File: src/rtl/xg_pon_framer_pkg.sv
// Shared types and constants for the XG-PON upstream burst framer.
// The delimiter/trailer defaults match the receive-side frame synchroniser.
package xg_pon_framer_pkg;

  typedef enum logic [2:0] {
    ST_IDLE,
    ST_PREAMBLE,
    ST_DELIM,
    ST_PAYLOAD,
    ST_TRAILER,
    ST_DROP,
    ST_GUARD
  } state_t;

  localparam logic [31:0] DEFAULT_DELIMITER = 32'hB2C50FA1;
  localparam logic [31:0] DEFAULT_TRAILER   = 32'h82D6F416;

  // Bytes whose keep bit is clear are zero-filled; keep[i] covers byte i.
  function automatic logic [31:0] mask_bytes(input logic [31:0] data, input logic [3:0] keep);
    logic [31:0] masked;
    masked = '0;
    for (int i = 0; i < 4; i++) begin
      masked[8*i +: 8] = keep[i] ? data[8*i +: 8] : 8'h00;
    end
    return masked;
  endfunction

endpackage

File: src/rtl/xg_pon_axis_out_reg.sv
// One-entry AXI-Stream output register; the slot is free when empty or
// being drained, and an unloaded free slot clears back to all-zero.
module xg_pon_axis_out_reg (
  input  logic        clk,
  input  logic        rst_n,
  input  logic        load,
  input  logic [31:0] data,
  input  logic [3:0]  keep,
  input  logic        last,
  input  logic        user,
  input  logic        ready,
  output logic        valid,
  output logic [31:0] tdata,
  output logic [3:0]  tkeep,
  output logic        tlast,
  output logic        tuser,
  output logic        free
);

  assign free = !valid || ready;

  always_ff @(posedge clk or negedge rst_n) begin
    if (!rst_n) begin
      valid <= 1'b0;
      tdata <= '0;
      tkeep <= '0;
      tlast <= 1'b0;
      tuser <= 1'b0;
    end else if (free) begin
      valid <= load;
      tdata <= load ? data : '0;
      tkeep <= load ? keep : '0;
      tlast <= load & last;
      tuser <= load & user;
    end
  end

endmodule

File: src/rtl/xg_pon_burst_framer.sv
// Upstream burst framer: preamble, delimiter, payload, trailer.
// Define XG_PON_FRAMER_GUARD_EN to insert GUARD_WORDS idle cycles after each burst.
module xg_pon_burst_framer
  import xg_pon_framer_pkg::*;
#(
  parameter logic [31:0] DELIMITER         = DEFAULT_DELIMITER,
  parameter logic [31:0] TRAILER           = DEFAULT_TRAILER,
  parameter int          MAX_PAYLOAD_WORDS = 2048,
  parameter int          GUARD_WORDS       = 4
) (
  input  logic        clk_in,
  input  logic        reset_n_in,
  input  logic [31:0] s_axis_TDATA_in,
  input  logic [3:0]  s_axis_TKEEP_in,
  input  logic        s_axis_TLAST_in,
  input  logic        s_axis_TUSER_in,
  input  logic        s_axis_TVALID_in,
  output logic        s_axis_TREADY_out,
  input  logic [31:0] preamble_pattern,
  input  logic [31:0] preamble_duration,
  output logic [31:0] m_axis_TDATA_out,
  output logic [3:0]  m_axis_TKEEP_out,
  output logic        m_axis_TLAST_out,
  output logic        m_axis_TUSER_out,
  output logic        m_axis_TVALID_out,
  input  logic        m_axis_TREADY_in,
  output logic        busy_out,
  output logic        overrun_out,
  output logic        underrun_out
);

  localparam int CW = $clog2(MAX_PAYLOAD_WORDS + 1);

`ifdef XG_PON_FRAMER_GUARD_EN
  localparam int     GW        = $clog2(GUARD_WORDS + 1);
  localparam state_t END_STATE = ST_GUARD;
  logic [GW-1:0] guard_cnt;
`else
  localparam state_t END_STATE = ST_IDLE;
  localparam int unused_guard_words = GUARD_WORDS;
`endif

  state_t        state;
  logic [31:0]   pattern_q;
  logic [31:0]   preamble_left;
  logic [CW-1:0] pay_cnt;
  logic [CW-1:0] pay_cnt_next;
  logic          at_limit;
  logic          drop_pending;
  logic          free;
  logic          load;
  logic [31:0]   ld_data;
  logic [3:0]    ld_keep;
  logic          ld_last;
  logic          ld_user;
  logic          unused_tuser;

  assign unused_tuser      = s_axis_TUSER_in;
  assign pay_cnt_next      = pay_cnt + 1'b1;
  assign at_limit          = (pay_cnt_next == CW'(MAX_PAYLOAD_WORDS));
  assign s_axis_TREADY_out = ((state == ST_PAYLOAD) && free) || (state == ST_DROP);
  assign busy_out          = (state != ST_IDLE);

  // State names the next word to emit; IDLE emits the first word itself so it
  // appears the cycle after the source raises TVALID.
  always_comb begin
    load    = 1'b0;
    ld_data = '0;
    ld_keep = 4'hF;
    ld_last = 1'b0;
    ld_user = 1'b0;
    if (free) begin
      case (state)
        ST_IDLE: begin
          if (s_axis_TVALID_in) begin
            load    = 1'b1;
            ld_user = 1'b1;
            ld_data = (preamble_duration == 32'd0) ? DELIMITER : preamble_pattern;
          end
        end
        ST_PREAMBLE: begin
          load    = 1'b1;
          ld_data = pattern_q;
        end
        ST_DELIM: begin
          load    = 1'b1;
          ld_data = DELIMITER;
        end
        ST_PAYLOAD: begin
          if (s_axis_TVALID_in) begin
            load    = 1'b1;
            ld_data = mask_bytes(s_axis_TDATA_in, s_axis_TKEEP_in);
            ld_keep = s_axis_TKEEP_in;
          end
        end
        ST_TRAILER: begin
          load    = 1'b1;
          ld_data = TRAILER;
          ld_last = 1'b1;
        end
        default: ;
      endcase
    end
  end

  always_ff @(posedge clk_in or negedge reset_n_in) begin
    if (!reset_n_in) begin
      state         <= ST_IDLE;
      pattern_q     <= '0;
      preamble_left <= '0;
      pay_cnt       <= '0;
      drop_pending  <= 1'b0;
      overrun_out   <= 1'b0;
      underrun_out  <= 1'b0;
`ifdef XG_PON_FRAMER_GUARD_EN
      guard_cnt     <= '0;
`endif
    end else begin
      overrun_out  <= 1'b0;
      underrun_out <= 1'b0;
      case (state)
        ST_IDLE: begin
          pay_cnt <= '0;
          if (free && s_axis_TVALID_in) begin
            pattern_q     <= preamble_pattern;
            preamble_left <= preamble_duration - 32'd1;
            if (preamble_duration == 32'd0)      state <= ST_PAYLOAD;
            else if (preamble_duration == 32'd1) state <= ST_DELIM;
            else                                 state <= ST_PREAMBLE;
          end
        end
        ST_PREAMBLE: begin
          if (free) begin
            preamble_left <= preamble_left - 32'd1;
            if (preamble_left == 32'd1) state <= ST_DELIM;
          end
        end
        ST_DELIM: begin
          if (free) state <= ST_PAYLOAD;
        end
        ST_PAYLOAD: begin
          if (free) begin
            if (s_axis_TVALID_in) begin
              pay_cnt <= pay_cnt_next;
              // TLAST on the limit word is a normal end, not an overrun.
              if (s_axis_TLAST_in) begin
                state <= ST_TRAILER;
              end else if (at_limit) begin
                overrun_out  <= 1'b1;
                drop_pending <= 1'b1;
                state        <= ST_TRAILER;
              end
            end else begin
              underrun_out <= 1'b1;
            end
          end
        end
        ST_TRAILER: begin
          if (free) state <= drop_pending ? ST_DROP : END_STATE;
        end
        ST_DROP: begin
          if (s_axis_TVALID_in && s_axis_TLAST_in) begin
            drop_pending <= 1'b0;
            state        <= END_STATE;
          end
        end
`ifdef XG_PON_FRAMER_GUARD_EN
        ST_GUARD: begin
          if (guard_cnt == GW'(GUARD_WORDS - 1)) begin
            guard_cnt <= '0;
            state     <= ST_IDLE;
          end else begin
            guard_cnt <= guard_cnt + 1'b1;
          end
        end
`endif
        default: state <= ST_IDLE;
      endcase
    end
  end

  xg_pon_axis_out_reg u_out_reg (
    .clk   (clk_in),
    .rst_n (reset_n_in),
    .load  (load),
    .data  (ld_data),
    .keep  (ld_keep),
    .last  (ld_last),
    .user  (ld_user),
    .ready (m_axis_TREADY_in),
    .valid (m_axis_TVALID_out),
    .tdata (m_axis_TDATA_out),
    .tkeep (m_axis_TKEEP_out),
    .tlast (m_axis_TLAST_out),
    .tuser (m_axis_TUSER_out),
    .free  (free)
  );

endmodule

File: config.mk
export PLATFORM = sky130hd
export DESIGN_NAME = xg_pon_burst_framer
export DESIGN_NICKNAME = d
export VERILOG_FILES = /design/src/rtl/xg_pon_framer_pkg.sv /design/src/rtl/xg_pon_axis_out_reg.sv /design/src/rtl/xg_pon_burst_framer.sv
export SDC_FILE = /design/constraint.sdc
export NUM_CORES = 1
export LEC_CHECK = 0
export CORE_MARGIN = 2
export CORE_UTILIZATION = 56
export DETAILED_ROUTE_END_ITERATION = 6
export GPL_TIMING_DRIVEN = 0
export PLACE_DENSITY_LB_ADDON = 0.2
export SLEW_MARGIN = 25
export SYNTH_ARGS = -nofsm -noshare
export SYNTH_HDL_FRONTEND = slang
export SYNTH_SLANG_ARGS = --single-unit
File: constraint.sdc
create_clock -name clk_in -period 5.1 [get_ports clk_in]
set_input_delay 0.51 -clock clk_in [delete_from_list [all_inputs] [get_ports clk_in]]
set_output_delay 0.51 -clock clk_in [all_outputs]
set_load 0.005 [all_outputs]
=== Word-level counts from Yosys, hierarchy flattened ===
Cells that the tools add are included.

* Muxes and demuxes: 53
* Bitwise operators: 2
* Reduce and logical (&&, ||, !) cells: 19
* Add/subtract/negate cells: 3
* Eq/ne operators: 19

{| class="wikitable"
|+ Operator list
! kind !! number
|-
| two-way mux 32 bit || 6
|-
| case mux 32 bit (5 select lines) || 1
|-
| == test 32 x 1 -> 1 bit (second input constant) || 2
|-
| case mux 32 bit (2 select lines) || 1
|-
| subtractor 32 x 1 -> 32 bit (second input constant) || 2
|-
| two-way mux 3 bit || 11
|-
| logical NOT 32 bit || 1
|-
| two-way mux 8 bit || 4
|-
| two-way mux 12 bit || 2
|-
| case mux 12 bit (2 select lines) || 1
|-
| two-way mux 1 bit || 19
|-
| inequality test 2 bit (second input constant) || 9
|-
| case mux 3 bit (6 select lines) || 1
|-
| adder 12 x 1 -> 12 bit (second input constant) || 1
|-
| == test 12 bit (second input constant) || 1
|-
| two-way mux 4 bit || 3
|-
| AND reduction 9 bit || 1
|-
| == test 3 x 2 -> 1 bit (second input constant) || 2
|-
| == test 3 bit (second input constant) || 2
|-
| AND reduction 3 bit || 2
|-
| AND reduction 6 bit || 1
|-
| nonzero test 2 bit || 3
|-
| two-way mux 2 bit || 2
|-
| case mux 1 bit (2 select lines) || 2
|-
| 12 further kinds || 16
|}

* Register bits after elaboration: 121
* Logic and storage cells: 108
* Output and inout bits: 43

=== Depth between registers and ports, before layout ===
* Depth after elaboration: 7
* Gate-level depth with buffers: 9
* Depth with buffers taken out: 7

=== Cells and area by module ===
A second synthesis with hierarchy kept.

* Cells, all modules: 959
* Area total of the unflattened synthesis: 7,759.9 um^2

{| class="wikitable"
|+ Modules (own cells, without submodules)
! module !! times used !! cells each !! area an instance (um^2)
|-
| xg_pon_burst_framer || 1 || 787 || 5,987.0
|-
| xg_pon_axis_out_reg || 1 || 172 || 1,773.0
|}

=== Worst setup path before layout ===
No wires, ideal clock.

* Path type: input to register
* Start: input port preamble_duration[12]
* End: register u_out_reg.tdata[30]
* Library setup time: 130 ps
* Required time: 4,970 ps
* Arrival time: 2,545 ps
* Path slack: 2,425 ps
* Stages on the path: 8
* Cell sequence: or4_4 > or4_4 > buf_6 > nor4_4 > nor3_4 > buf_6 > a222oi_1 > o21ai_1

* Longest elaborated chain between the ends: 5

{| class="wikitable"
|+ RTL lines
! what !! RTL line !! text
|-
| start, declared || xg_pon_burst_framer.sv:20 || <nowiki>input logic [31:0] preamble_duration,</nowiki>
|-
| logical NOT 32 bit || xg_pon_burst_framer.sv:78 || <nowiki>ld_data = (preamble_duration == 32'd0) ? DELIMITER : preamble_pattern;</nowiki>
|-
| two-way mux 32 bit || xg_pon_burst_framer.sv:78 ||
|-
| two-way mux 32 bit || xg_pon_burst_framer.sv:75 || <nowiki>if (s_axis_TVALID_in) begin</nowiki>
|-
| case mux 32 bit (5 select lines) || xg_pon_burst_framer.sv:73 || <nowiki>case (state)</nowiki>
|-
| two-way mux 32 bit || xg_pon_axis_out_reg.sv:31 || <nowiki>tdata <= load ? data : '0;</nowiki>
|-
| end signal, assigned || xg_pon_axis_out_reg.sv:31 ||
|-
| end, declared || xg_pon_axis_out_reg.sv:13 || <nowiki>output logic [31:0] tdata,</nowiki>
|}

No other way between the ends.
A chain may end at the register's enable or synchronous reset.

=== Worst setup path after layout ===
* Start: register state[2]
* End: output port s_axis_TREADY_out

* Longest elaborated chain between the ends: 3
* Elaborated cells on any way between the ends: 4
* Those cells by class: 2 x eq/ne; 2 x reduce/logical

{| class="wikitable"
|+ RTL lines
! what !! RTL line !! text
|-
| start, declared || xg_pon_burst_framer.sv:43 || <nowiki>state_t state;</nowiki>
|-
| start signal, assigned || xg_pon_burst_framer.sv:159 || <nowiki>if (free) state <= drop_pending ? ST_DROP : END_STATE;</nowiki>
|-
| == test 3 x 2 -> 1 bit || xg_pon_burst_framer.sv:61 || <nowiki>assign s_axis_TREADY_out = ((state == ST_PAYLOAD) && free) || (state == ST_DROP);</nowiki>
|-
| logical AND 1 bit || xg_pon_burst_framer.sv:61 ||
|-
| logical OR 1 bit (*) || xg_pon_burst_framer.sv:61 ||
|-
| end, declared || xg_pon_burst_framer.sv:18 || <nowiki>output logic s_axis_TREADY_out,</nowiki>
|}

Mark *: on every way between the ends. The rest lies on a longest branch, timed or not.

==> key figures <==
STA
  – Final setup vio count: 0
  – Fin crit share: between 60% and 70%
  – Fmax: 292 MHz
  – Slew HR: approximately 34%
  – Clock period minus worst slack: about 3400 ps
  – Setup slack after layout: 1680 ps
  – Slew Viols, Final: 0
  – Endpoints failing hold: 0
  – Actual slew at the worst max-slew pin: 986 ps
  – Final Hold Slack: ~480 ps
  – Unrepaired setup endpoints after global routing: no
  – Skew final: 8.54 ps

Synthesis
  – Syn. warnings: 0
  – Register area share after synthesis: 43.0%
  – Syn Area/Cell: 8.29 um^2
  – Synth unique cells: between 60 and 70
  – #FFs+latches synth: 121
  – Synth area leaders: dfrtp_1 43%, nand2_1 9.6%, o21ai_0 5.7%, a21oi_1 4.3%, clkbuf_1 2.8%
  – List of most frequent post-synthesis cells: 179 x nand2_1, 121 x dfrtp_1, 80 x o21ai_0
  – Top-count cell post-synth: nand2_1
  – Primary FF master, synth: dfrtp_1
  – Syn Inst Count: roughly 850
  – Async set-reset flop share out of synthesis: 100%
  – Cell Area, Synth: just over 7000 um^2
  – Synth area leader: dfrtp_1
  – Mapped Nets: approximately 960
  – Post-synth top area share: between 40 and 50%
  – Post-synth EDFFs: 0

Floorplan
  – Die Y: 116 um
  – I/O pins: roughly 150
  – Placeable Area: 12,200 um^2
  – Die ar.: approximately 13,000 um^2
  – Die width: roughly 120 um
  – Starting density of the core: a little under 60%
  – Row cnt: 40

Worst hold path
  – Hold Startpoint: u_out_reg.tdata[6]
  – Hold worst-path end: u_out_reg.tdata[6]
  – Class of the worst hold path: reg2reg
  – Worst Hold Path Cells: 2

Setup path
  – Worst Path Arrival: around 2900 ps
  – Critical Path RT: 4590 ps
  – Crit Reg-Reg Endpoint: preamble_left[18]
  – CP dominant cell by count: clkbuf_1
  – Crit-path slowest cell: clkdlybuf4s50_1
  – R2R cell count: 8
  – Reg2reg setup slack: around 2200 ps
  – CP delay by family, top: buffers and inverters
  – CP startpoint kind: flip-flop
  – Crit-path max FO: 10
  – Cell Chain, Critical Path: clkbuf_1, clkbuf_1, buf_1, mux2_2, nor2_1, clkdlybuf4s50_1
  – Critical Path Max Stage Delay: approximately 530 ps
  – Endpoint class of the critical path: output port
  – Worst Path Buf+Inv: 4
  – Reg2reg start: state[0]
  – Setup Crit Path Kind: reg2out

Route
  – Initial DRC count: ~1.1k
  – Drt pass-1 iters: 7
  – Routed WL: about 23 mm
  – Post-route ant nets: 0
  – Routed via count: about 7.6k
  – Wire per inst: 19.0 um
  – Vias per cell: approximately 6.3
  – Residual DRC: 10

CTS
  – CTS Sinks: roughly 120
  – Longest Clk Path Bufs: 2
  – Post-CTS setup buffer count: 0
  – TritonCTS Buffers: 17
  – Clock insertion delay at the later pin of the skew report: around 420 ps
  – H-tree levels: 4
  – Post_cts resized: 0
  – Clock-pin slew on the worst setup and hold paths: 60 ps
  – Root Buffer: clkbuf_16
  – CTS tree: done

Run status
  – Status: complete, but fails checks
  – Failing checks: design-rule violations

Final layout
  – Area delta synth->final: 32.6%
  – Fin nets: 1,128
  – Post-route insts no fill: about 1.2k
  – Ratio of cells with drive above 1 in the final layout: about 4.7%
  – ANT cells: 0

Power
  – Design Power: roughly 5400 uW
  – Leakage: approximately 0.0038 uW
  – Peak VDD IR: ~0.00032 V
  – P per Cell Area: between 500 and 600 nW/um^2

GRT
  – Number of global-route vias before repair: between 7k and 8k
  – Initial antenna violation count: 0
  – GRT overflow: 0
  – First-pass GRT wire length: 36.1 mm
  – All-Layer GR Usage: between 30% and 40%
  – Largest net degree at the start of global routing: 83

Place
  – Setup WS pre-CTS: roughly 1600 ps
  – Number of I/O port buffers: about 150
  – Dpl hpwl: approximately 16 mm
  – Dpl cells: about 1.2k
  – Routability Congestion: 0.885

Job
  – Max-Cap Viols: 0
==> per-layer routing <==
metal  vias up  track usage [%]  part of all wire, %
met2       485             56.6                   46
met4         0             14.5                  4.0
met3        99             7.64                   10
met1      3541             44.2                   39
met5         -                0                    0
li1       3439                -                    -
==> power breakdown <==
part | switching [uW] | internal [uW]
Clock | 425 | 764
Sequential | 310 | 1380
Combinational | 1440 | 1060
Total | 2170 | 3200
==> layout make-up <==
cell class | count | area [um^2]
multi-input combinational | 659 | 3730
clock inverter | 8 | 93.8
clock buffer | 23 | 488
fill | 884 | 2830
inverter | 10 | 37.5
tap | 168 | 210
timing repair buffer | 148 | 1500
buffer | 59 | 238
sequential | 121 | 3030
==> cell families (layout without fill, tap and decap cells) <==
kind of cell,Yosys count,count (layout),share of synthesized area [%]
AOI/OAI and AO/OA,254,254,23.3
muxes,1,1,0.160
DFF,121,121,43.0
and+or+nand+nor,367,367,24.7
adders and majority gates,6,6,1.07
xor gates and xnor gates,31,31,3.86
buffers and inverters,69,248,3.91
==> cells in the final DEF, fill, tap and decap left out, types with 5 or more instances in the layout <==
master | Yosys | layout
xnor2_1 | 18 | 18
xor2_1 | 13 | 13
nand3_1 | 20 | 20
dfrtp_1 | 121 | 121
inv_1 | 10 | 10
and2_1 | 8 | 8
a22oi_1 | 11 | 11
nor3_1 | 33 | 33
a31oi_1 | 5 | 5
a222oi_1 | 8 | 8
nand2b_1 | 5 | 5
a221o_1 | 13 | 13
nor4_1 | 27 | 27
nand2_1 | 179 | 179
or3_1 | 9 | 9
or4_1 | 7 | 7
o22ai_1 | 6 | 6
clkinv_2 | 0 | 5
o211ai_1 | 7 | 7
clkdlybuf4s50_1 | 0 | 145
clkbuf_16 | 0 | 17
o21ai_1 | 5 | 5
clkbuf_1 | 53 | 55
nand4_1 | 6 | 6
a221oi_1 | 6 | 6
a21oi_1 | 60 | 60
o21ai_0 | 80 | 80
ha_1 | 6 | 6
nor2_1 | 46 | 46
a22o_1 | 14 | 14
or2_2 | 6 | 6
==> sequential cells by signal, indices dropped and copies added (netlist names) <==
register	cells
overrun_out	1
u_out_reg.tdata	32
u_out_reg.tkeep	4
pay_cnt	12
state	3
preamble_left	32
drop_pending	1
u_out_reg.tlast	1
u_out_reg.valid	1
pattern_q	32
underrun_out	1
u_out_reg.tuser	1
==> worst max path at each step <==
| stage | start | endpoint | slack [ps] | cells past startpoint |
|---|---|---|---|---|
| finish | state[2] | s_axis_TREADY_out | 1680 | 6 |
| global route | state[2] | s_axis_TREADY_out | 1570 | 6 |
| CTS | state[2] | s_axis_TREADY_out | 1720 | 6 |
| detailed placement | preamble_duration[17] | u_out_reg.tdata[30] | 1570 | 8 |
| global placement | reset_n_in | preamble_left[16] | -1280 | 1 |
| floorplan | preamble_duration[12] | u_out_reg.tdata[30] | 2430 | 8 |
==> worst register-to-register path, delay by kind of cell (launching register included) <==
family | cells | cell delay, ps
AND/OR/NAND/NOR | 1 | 370
AO/OA/AOI/OAI | 3 | 420
buffers and inverters | 4 | 1570
flip-flops | 1 | 370
==> repair_timing <==
action / CTS / global route
endpoints found under the hold margin: 39 / 0
endpoints found under the setup margin: 0 / 0
hold buffers: 1 / 0
==> through the flow <==
| stage | cell area, um^2 | util [%] | setup TNS, ps |
|---|---|---|---|
| 6_report | 9330 | 76.7 | 0 |
| 5_1_grt | 9330 | 76.7 | 0 |
| 4_1_cts | 9330 | 76.7 | 0 |
| 3_5_place_dp | 8740 | 71.9 | 0 |
| 3_3_place_gp | 8710 | 71.6 | -153540 |
| 2_1_floorplan | 7040 | - | 0 |
(Power assumes the default switching activity.)
